`config.mk`:
```
export PLATFORM = sky130hd
export DESIGN_NAME = fetch_queue_flat
export DESIGN_NICKNAME = d
export VERILOG_FILES = /design/src/rtl/fetch_queue_pkg.sv /design/src/rtl/fetch_queue_if.sv /design/src/rtl/fetch_queue_fifo.sv /design/src/rtl/fetch_queue.sv /design/src/flat_wrapper.sv
export SDC_FILE = /design/constraint.sdc
export NUM_CORES = 1
export LEC_CHECK = 0
export ABC_AREA = 1
export BUFFER_PORTS_ARGS = -buffer_cell sky130_fd_sc_hd__buf_2
export CORE_MARGIN = 3
export CORE_UTILIZATION = 40
export CTS_CLUSTER_SIZE = 16
export DETAILED_ROUTE_END_ITERATION = 6
export GPL_TIMING_DRIVEN = 1
export MAX_ROUTING_LAYER = met4
export SETUP_SLACK_MARGIN = 0.4
export SYNTH_ARGS = -nofsm -noshare
export SYNTH_HDL_FRONTEND = slang
export SYNTH_HIERARCHICAL = 1
export SYNTH_SLANG_ARGS = --single-unit
export TNS_END_PERCENT = 100
```
`constraint.sdc`:
```
create_clock -name CLK -period 4.38 [get_ports CLK]
set_clock_uncertainty 0.15 [all_clocks]
set_input_delay 0 -clock CLK [delete_from_list [all_inputs] [get_ports CLK]]
set_output_delay 0 -clock CLK [all_outputs]
set_load 0.01 [all_outputs]
```
`src/rtl/fetch_queue_pkg.sv`:
```
// Shared types for the fetch stage: machine word, opcode field and queued fetch entry.
// The halt opcode is what stops the fetcher.
package fetch_queue_pkg;

   typedef logic [31:0] word_t;
   typedef logic [5:0]  opcode_t;

   localparam opcode_t HALT_OP = 6'b111111;

   typedef struct packed {
      word_t instr;
      word_t npc;
   } fetch_entry_t;

   function automatic opcode_t opcode_of(input word_t w);
      return w[31:26];
   endfunction

endpackage

```
`src/rtl/fetch_queue_if.sv`:
```
// Fetch-stage port bundle: PC side, icache side and the decode handshake.
// fq is the fetch queue's view, de is the decode stage's view.
interface fetch_queue_if;
   import fetch_queue_pkg::*;

   word_t imemaddr;
   word_t pc_plus_4;
   logic  ihit;
   word_t imemload;
   logic  flush;
   logic  de_ready;
   logic  imemREN;
   word_t imemaddr_o;
   logic  pc_en;
   logic  de_valid;
   word_t de_instr;
   word_t de_npc;
   logic  halted;

   modport fq (
      input  imemaddr, pc_plus_4, ihit, imemload, flush, de_ready,
      output imemREN, imemaddr_o, pc_en, de_valid, de_instr, de_npc, halted
   );

   modport de (
      input  de_valid, de_instr, de_npc, halted,
      output de_ready, flush
   );

endinterface

```
`src/rtl/fetch_queue_fifo.sv`:
```
// Purpose: DEPTH-entry FIFO of fetch entries with a registered head output and synchronous clear.
// Latency: a push is visible at head one cycle later; no bypass.
// Backpressure: push ignored while full, pop ignored while empty; clear beats both.
module fetch_queue_fifo
   import fetch_queue_pkg::*;
#(
   parameter int DEPTH = 2
) (
   input  logic                     clk,
   input  logic                     rst_n,
   input  logic                     clear,
   input  logic                     push,
   input  fetch_entry_t             din,
   input  logic                     pop,
   output fetch_entry_t             head,
   output logic                     full,
   output logic                     empty,
   output logic [$clog2(DEPTH):0]   count
);

   localparam int AW = $clog2(DEPTH);
   localparam logic [AW:0] FULL_CNT = (AW+1)'(DEPTH);

   fetch_entry_t    mem [DEPTH];
   logic [AW-1:0]   wr_ptr;
   logic [AW-1:0]   rd_ptr;
   logic [AW-1:0]   rd_next;
   logic [AW:0]     count_next;
   logic            do_push;
   logic            do_pop;

   assign full    = (count == FULL_CNT);
   assign empty   = (count == '0);
   assign do_push = push & ~full & ~clear;
   assign do_pop  = pop & ~empty & ~clear;
   assign rd_next = do_pop ? rd_ptr + 1'b1 : rd_ptr;

   always_comb begin
      count_next = count;
      case ({do_push, do_pop})
         2'b10:   count_next = count + 1'b1;
         2'b01:   count_next = count - 1'b1;
         default: count_next = count;
      endcase
   end

   always_ff @(posedge clk) begin
      if (do_push) begin
         mem[wr_ptr] <= din;
      end
   end

   // Head is re-registered from the entry that will be at rd_ptr after this edge;
   // when that slot is being written this cycle, take the incoming data directly.
   always_ff @(posedge clk or negedge rst_n) begin
      if (!rst_n) begin
         wr_ptr <= '0;
         rd_ptr <= '0;
         count  <= '0;
         head   <= '0;
      end else if (clear) begin
         wr_ptr <= '0;
         rd_ptr <= '0;
         count  <= '0;
      end else begin
         if (do_push) begin
            wr_ptr <= wr_ptr + 1'b1;
         end
         rd_ptr <= rd_next;
         count  <= count_next;
         if (count_next != '0) begin
            head <= (do_push && (wr_ptr == rd_next)) ? din : mem[rd_next];
         end
      end
   end

endmodule

```
`src/rtl/fetch_queue.sv`:
```
// Purpose: instruction fetch stage; issues icache reads, queues {instr, pc+4} for decode, drives pc_en.
// Latency: ihit in cycle N shows at decode in cycle N+1.
// Backpressure: request drops while the queue is full or halted; flush squashes everything.
module fetch_queue
   import fetch_queue_pkg::*;
#(
   parameter int      DEPTH   = 2,
   parameter opcode_t HALT_OP = fetch_queue_pkg::HALT_OP
) (
   input  logic       CLK,
   input  logic       nRST,
   fetch_queue_if.fq  fq
);

   localparam int AW = $clog2(DEPTH);

   logic          halted_q;
   logic          req;
   logic          push;
   logic          pop;
   logic          q_full;
   logic          q_empty;
   logic [AW:0]   q_count;
   fetch_entry_t  wr_entry;
   fetch_entry_t  head;

   // Request is forced low while reset is asserted so the icache sees no read during reset.
   assign req  = nRST & ~halted_q & ~fq.flush & ~q_full;
   assign push = req & fq.ihit;
   assign pop  = ~q_empty & fq.de_ready & ~fq.flush;

   assign wr_entry.instr = fq.imemload;
   assign wr_entry.npc   = fq.pc_plus_4;

   assign fq.imemaddr_o = fq.imemaddr;
   assign fq.imemREN    = req;
   assign fq.pc_en      = push | fq.flush;
   assign fq.de_valid   = (q_count != '0);
   assign fq.de_instr   = head.instr;
   assign fq.de_npc     = head.npc;
   assign fq.halted     = halted_q;

   always_ff @(posedge CLK or negedge nRST) begin
      if (!nRST) begin
         halted_q <= 1'b0;
      end else if (fq.flush) begin
         halted_q <= 1'b0;
      end else if (push && (opcode_of(fq.imemload) == HALT_OP)) begin
         halted_q <= 1'b1;
      end
   end

   fetch_queue_fifo #(
      .DEPTH (DEPTH)
   ) u_fifo (
      .clk   (CLK),
      .rst_n (nRST),
      .clear (fq.flush),
      .push  (push),
      .din   (wr_entry),
      .pop   (pop),
      .head  (head),
      .full  (q_full),
      .empty (q_empty),
      .count (q_count)
   );

endmodule

```
`src/flat_wrapper.sv`:
```
// flat-port wrapper written by rule: the top's interface ports become plain ports
module fetch_queue_flat import fetch_queue_pkg::*;
#(
   parameter int      DEPTH   = 2,
   parameter opcode_t HALT_OP = fetch_queue_pkg::HALT_OP
)
  (CLK, nRST, fq_imemaddr, fq_pc_plus_4, fq_ihit, fq_imemload, fq_flush, fq_de_ready, fq_imemREN, fq_imemaddr_o, fq_pc_en, fq_de_valid, fq_de_instr, fq_de_npc, fq_halted);
  fetch_queue_if fq_i ();
  input  logic CLK;
  input  logic nRST;
  input wire logic [$bits(fq_i.imemaddr)-1:0] fq_imemaddr;
  input wire logic [$bits(fq_i.pc_plus_4)-1:0] fq_pc_plus_4;
  input wire logic [$bits(fq_i.ihit)-1:0] fq_ihit;
  input wire logic [$bits(fq_i.imemload)-1:0] fq_imemload;
  input wire logic [$bits(fq_i.flush)-1:0] fq_flush;
  input wire logic [$bits(fq_i.de_ready)-1:0] fq_de_ready;
  output wire logic [$bits(fq_i.imemREN)-1:0] fq_imemREN;
  output wire logic [$bits(fq_i.imemaddr_o)-1:0] fq_imemaddr_o;
  output wire logic [$bits(fq_i.pc_en)-1:0] fq_pc_en;
  output wire logic [$bits(fq_i.de_valid)-1:0] fq_de_valid;
  output wire logic [$bits(fq_i.de_instr)-1:0] fq_de_instr;
  output wire logic [$bits(fq_i.de_npc)-1:0] fq_de_npc;
  output wire logic [$bits(fq_i.halted)-1:0] fq_halted;
  assign fq_i.imemaddr = fq_imemaddr;
  assign fq_i.pc_plus_4 = fq_pc_plus_4;
  assign fq_i.ihit = fq_ihit;
  assign fq_i.imemload = fq_imemload;
  assign fq_i.flush = fq_flush;
  assign fq_i.de_ready = fq_de_ready;
  assign fq_imemREN = fq_i.imemREN;
  assign fq_imemaddr_o = fq_i.imemaddr_o;
  assign fq_pc_en = fq_i.pc_en;
  assign fq_de_valid = fq_i.de_valid;
  assign fq_de_instr = fq_i.de_instr;
  assign fq_de_npc = fq_i.de_npc;
  assign fq_halted = fq_i.halted;
  fetch_queue #(.DEPTH(DEPTH), .HALT_OP(HALT_OP)) u_core (.CLK(CLK), .nRST(nRST), .fq(fq_i));
endmodule
```
==> reports/qor.csv, run 1 <==
metric,value,unit
Simple-Gate Fraction of Synth Area,21.0,%
Max Buffers Root-to-Sink,2,
DP HPWL,12.1,mm
DRT Wirelength,20.7,mm
WL met3,1.22,mm
worst path arrival time,3.31,ns
Synth Net Count,1020,
root buffer cell,clkbuf_16,
Max Slew Vio Count,0,
FF+latch area,5570,sq um
complex-gate fraction of the synthesized area,3.76,%
post-synthesis cell count,918,
Pint,3.52,mW
area of the multi-input gates,2250,sq um
register area share after synthesis,62.5,%
Synth Register Bits,197,
DRT iter0 DRCs,289,
worst hold margin,0.156,ns
YS warnings,6,
FMAX,323,MHz
chip height,155,microns
mapped cell area,8910,sq um
top sig layer,met4,
max cap viols,0,
crit path cell chain,inv_1 -> nor2_1 -> nor2_4 -> nand2_2 -> nor2_4 -> o21ai_0 -> nor2_4 -> inv_1 -> ha_1 -> or2_1 -> nand3_1 -> nand2_1 -> nand3_1 -> nand2_2 -> inv_2 -> buf_12 -> nand2_1 -> nand2_1,
post-synthesis mux area share,0,%
pin count of the biggest net entering global routing,69,
total CTS buffers,17,
crit path launch type,flip-flop,
post-detailed-route count of antenna-violating nets,0,
"Max FO, Critical Path",48,
share of cells above drive strength 1,17.6,%
post-synthesis adder-cell area fraction,0.140,%
I/O pins,201,
Hold Crit Class,primary input to flip-flop,
total track usage,18.1,%
routed length per instance,14.8,microns
Clock Power Share,36.1,%
worst skew pair latency,0.42,ns
CTS Sinks,197,
TritonRoute pass-1 iters,5,
Final min period,3.10,ns
DIE AREA,24100,sq um
number of global-route vias before repair,6390,
routability cong.,0.759,
Slew @ Worst Pin,0.836,ns
RSZ-0062 raised after global routing,false,
Yosys cell types,24,
Util after Layout,52.0,%
CP endpoint kind,flip-flop,
critical path data required time,4.60,ns
CTS tree,built,
DP Area,9540,sq um
total grt overflow,0,
Die X,155,microns
Synth async-reset ratio,35.0,%
Leakage,5.44,nW
IO buf count,136,
Initial Util,41.5,%
clk slew on worst S/H paths,0.07,ns
Avg Inst Size Synth,9.71,sq um
Final Cycle Share,70.7,%
Post-CTS Setup Bufs,0,
Max-slew headroom,44.1,%
Vias,6553,
VDD IR max,211,uV
Final nets,1209,
final hold vios,0,
ys flop type,edfxtp_1,
"Slowest-stage cell, CP",dfrtp_1,
DR vias/cell,4.69,
core area,21500,sq um
fin area,11200,sq um
Crit Path Class,flip-flop to flip-flop,
Setup TNS Final,0,ns
Pwr Total,4.72,mW
worst stage delay on the critical path,0.40,ns
# DRC,0,
filler instances,2005,
Psw,1.20,mW
H-tree levels,4,
initial antenna violation count,1,
Sequential Power Share,48.6,%
status,completed,
FP Rows,53,
pwr dens,422,nW/um^2
M1 WL,9.27,mm
Area growth syn-to-layout,25.4,%
"EDFF count, synth",128,
Switching Fraction,25.4,%
Final setup viols,0,
first-pass GRT wire length,33.7,mm
post-synthesis xor/xnor area fraction,0,%
main combinational cell family by area after synthesis,simple AND/OR/NAND/NOR gates,
met2 wire len,9.98,mm
Logic pwr share,15.4,%
-- logic make-up (layout without fill, tap and decap cells) --
group | Yosys count | after routing
AOI/OAI and AO/OA | 67 | 67
adders and majority gates | 1 | 1
buffers and inverters | 225 | 427
DFF | 197 | 197
other | 0 | 1
and+or+nand+nor | 428 | 428
-- layer usage --
layer,vias up,global-route usage [%]
met3,25,3.62
met5,-,-
met4,0,4.50
li1,3289,-
met1,3036,23.9
met2,203,29.2
-- per-stage QoR --
stage                     cells  setup WS [ns]
after global routing       1396          0.966
after detailed placement   1263           1.33
after global placement     1263           1.42
final                      1396           1.28
after CTS                  1395           1.30
after floorplan             918         -0.298
-- area by class of cell --
class / count / area share [%]
clock buffers: 21 / 3.94
diodes: 1 / 0.0224
flip-flops and latches: 197 / 49.8
clock inverters: 11 / 1.77
multi-input cells: 496 / 20.1
repair buffers: 248 / 16.3
inverters: 147 / 4.94
well taps: 275 / 3.08
-- synthesized netlist by cell type, types with 4 or more instances --
master	number	area share (%)
o21ai_0	11	0.62
nand2_2	4	0.28
nand2_4	4	0.51
buf_4	40	3.4
inv_1	145	6.1
nor2_1	6	0.25
buf_6	13	1.6
edfxtp_1	128	43
buf_2	23	1.3
o21ai_1	56	3.1
nand2_1	267	11
dfrtp_1	69	19
nand3_1	137	7.7
-- sequential cells by signal, indices dropped and copies added, names as in the netlist --
name	flops
u_core/fq.halted	1
u_core/u_fifo/mem	128
u_core/u_fifo/count	2
u_core/u_fifo/wr_ptr	1
u_core/u_fifo/head	64
u_core/u_fifo/rd_ptr	1
-- power groups by stage --
stage	clock, mW	sequential [mW]	combinational [mW]
after floorplan	0	2.41	0.265
after global placement	0	2.34	0.637
after detailed placement	0	2.33	0.652
after CTS	1.74	2.29	0.736
after global routing	1.83	2.32	0.817
final	1.70	2.29	0.725
-- repair_timing --
action	4_1_cts	5_1_grt
hold buffers	100	0
endpoints found under the hold margin	298	0
resized for setup	0	0
-- critical path: cells and delay by family (launching register included) --
kind                     cells  cell delay, ns
adder cells (fa/ha/maj)      1            0.21
flip-flops                   1            0.40
buffers and inverters        4            0.87
AO/OA/AOI/OAI                1            0.17
AND/OR/NAND/NOR             12            1.20
-- path summary, 6_finish.rpt --
kind                            slack (ns)                       end                    from  cells after the start
worst min-delay path                  0.16  u_core/u_fifo/mem[1][53]         fq_imemload[21]                      2
worst min register to register        0.33    u_core/u_fifo/head[34]  u_core/u_fifo/head[34]                      2
worst max-delay path                  1.28    u_core/u_fifo/head[51]  u_core/u_fifo/count[1]                     18
min in group asynchronous             0.23    u_core/u_fifo/head[58]                    nRST                      3
max in group asynchronous             2.86    u_core/u_fifo/head[23]                    nRST                      3
worst max register to register        1.28    u_core/u_fifo/head[51]  u_core/u_fifo/count[1]                     18
-- layout by cell type, fill, tap and decap left out, drive strengths merged --
master,synthesis,final
buf,76,148
bufinv,0,5
clkbuf,2,21
clkinv,0,2
clkinvlp,0,1
dfrtp,69,69
diode,0,1
dlygate4sd3,0,100
edfxtp,128,128
ha,1,1
inv,147,150
nand2,275,275
nand3,139,139
nand4,1,1
nor2,10,10
nor3b,1,1
o21ai,67,67
or2,2,2
Note: power is estimated with default switching activity, not from simulation.
==> run 2, diff against run 1 <==
clock period = 3 ns   (was 4.38 ns; I/O delays follow)
==> run 2 against run 1 <==
Clock power up 38%. Combinational power up 50%. Critical path type unchanged. Critical path depth unchanged. Fmax up 20%. Die area unchanged.
==> reports/qor.csv, run 2 (synthesized netlist as in run 1, its figures left out) <==
metric,value,unit,change
status,completed,,
DRT iter0 DRCs,395,,+37%
HP Start,fq_imemload[17],,
most frequent cells in the layout,"nand2_1, inv_1, nand3_1",,
r2r setup slk,0.42,ns,-0.86 ns
total CTS buffers,17,,unchanged
Biggest register,u_core/u_fifo/mem,,
pre-CTS setup slack,0.238,ns,-1.10 ns
worst skew pair latency,0.43,ns,about the same
Crit Path Class,flip-flop to flip-flop,,
critical path data required time,3.17,ns,-1.43 ns
Area growth syn-to-layout,28.8,%,
Regs by FF count,"u_core/u_fifo/mem x128, u_core/u_fifo/head x64, u_core/u_fifo/count x2",,
Final setup viols,0,,unchanged
crit path cell chain,inv_2 -> nor2_4 -> nor2_4 -> nand2_4 -> nor2_4 -> o21ai_4 -> nor2_4 -> inv_4 -> ha_4 -> or2_1 -> nand4_1 -> nand3_2 -> nand2_4 -> inv_8 -> buf_12 -> buf_12 -> nand2_1 -> nand2_1,,
hold path depth,2,,unchanged
Max-slew headroom,35.9,%,-8.2 points
r2r endpoint,u_core/u_fifo/head[28],,
clk slew on worst S/H paths,0.07,ns,about the same
worst stage delay on the critical path,0.39,ns,about the same
pin count of the biggest net entering global routing,70,,+1.4%
FP Rows,53,,unchanged
share of cells above drive strength 1,20.4,%,+2.8 points
DR vias/cell,4.70,,about the same
Slew @ Worst Pin,0.961,ns,+0.125 ns
Setup TNS Final,0,ns,unchanged
chip height,155,microns,unchanged
Util after Layout,53.4,%,+1.4 points
Hold Crit Class,primary input to flip-flop,,
pwr dens,593,nW/um^2,+40%
"commonest non-fill, non-tap cell in the layout",nand2_1,,
kind of cell adding the most delay to the critical path,simple AND/OR/NAND/NOR gates,,
TritonRoute pass-1 iters,5,,unchanged
crit path buf inv count,5,,+1
FMAX,388,MHz,+20%
"Max FO, Critical Path",16,,-67%
worst path arrival time,2.75,ns,-0.56 ns
DIE AREA,24100,sq um,unchanged
DRT Wirelength,21.4,mm,+3.4%
CP endpoint kind,flip-flop,,
fin area,11500,sq um,+2.7%
H-tree levels,4,,unchanged
DP HPWL,12.4,mm,+2.0%
number of global-route vias before repair,6366,,-0.38%
CTS tree,built,,
final hold vios,0,,unchanged
Final nets,1225,,+1.3%
first-pass GRT wire length,33.9,mm,+0.80%
root buffer cell,clkbuf_16,,
Initial Util,41.5,%,unchanged
# DRC,0,,unchanged
Final min period,2.58,ns,-0.519 ns
max cap viols,0,,unchanged
Max Buffers Root-to-Sink,2,,unchanged
fin worst setup slack,0.423,ns,-0.861 ns
post-detailed-route count of antenna-violating nets,0,,unchanged
routability cong.,0.785,,+3.4%
total track usage,18.5,%,+0.33 points
VDD IR max,335,uV,+59%
crit path launch type,flip-flop,,
max reg flops,128,,unchanged
routed length per instance,15.2,microns,+2.1%
total grt overflow,0,,unchanged
core area,21500,sq um,unchanged
Max Slew Vio Count,0,,unchanged
reg-to-reg startpoint,u_core/u_fifo/count[1],,
Worst Reg-to-Reg Cells,18,,unchanged
DP Area,9670,sq um,+1.4%
Leakage,5.56,nW,+2.2%
initial antenna violation count,3,,+2
CP most frequent cell,nor2_4,,
Die X,155,microns,unchanged
"Slowest-stage cell, CP",dfrtp_1,,
Vias,6639,,+1.3%
IO buf count,136,,unchanged
I/O pins,201,,unchanged
Final Cycle Share,85.9,%,+15 points
Hold Path End,u_core/u_fifo/mem[0][49],,
CTS Sinks,197,,unchanged
RSZ-0062 raised after global routing,true,,
## run 2: cell types whose count changed in the layout (fill, tap and decap cells not counted), sizes merged
| cell | before | now |
|---|---|---|
| inv | 150 | 153 |
| dlygate4sd3 | 100 | 99 |
| buf | 148 | 165 |
| diode | 1 | 3 |
| bufinv | 5 | 2 |
| clkinvlp | 1 | 2 |
| clkinv | 2 | 1 |
## run 2: repair_timing
item | 4_1_cts | 5_1_grt
pin swaps | 4 | 6
hold buffers | 99 | 0
buffers inserted | 5 | 6
cloned | 1 | 0
setup endpoints to repair | 64 | 64
resized for setup | 11 | 10
hold endpoints to repair | 298 | 0
## run 2: through the flow
step                hold WS (ns)  cells  power [mW]
floorplan                 -0.446    918        3.91
global placement          -0.150   1268        4.38
detailed placement        -0.150   1268        4.39
CTS                        0.133   1405        6.89
global route               0.142   1414        7.14
finish                     0.151   1414        6.81
## run 2: layout make-up
cell class,count,area (sq um)
repair buffers,264,2060
flip-flops and latches,197,5570
clock inverters,11,135
well taps,275,344
diodes,3,7.51
clock buffers,21,480
inverters,147,562
multi-input cells,496,2320
fillers,1941,10000
## run 2: power breakdown
group	switching (mW)	total, mW	internal, mW
combinational	0.606	1.09	0.487
clock	1.01	2.35	1.34
sequential	0.175	3.37	3.19
total	1.80	6.81	5.01
## run 2: worst max path at each step
stage	from	to	slack [ns]	cells after the start
2_1_floorplan	u_core/u_fifo/count[1]	u_core/u_fifo/mem[0][0]	0.25	10
3_3_place_gp	u_core/u_fifo/count[0]	u_core/u_fifo/head[60]	0.31	17
3_5_place_dp	u_core/u_fifo/count[0]	u_core/u_fifo/head[40]	0.24	17
4_1_cts	u_core/u_fifo/count[0]	u_core/u_fifo/head[24]	0.41	19
5_1_grt	u_core/u_fifo/count[0]	u_core/u_fifo/head[17]	0.28	19
6_report	u_core/u_fifo/count[1]	u_core/u_fifo/head[28]	0.42	18
## run 2: per-layer routing
layer / up-vias / global-route usage, % / wire, microns
met4: 0 / 4.92 / 264
li1: 3316 / - / -
met3: 19 / 3.98 / 1230
met5: - / - / 0
met2: 208 / 29.8 / 10400
met1: 3096 / 23.9 / 9570
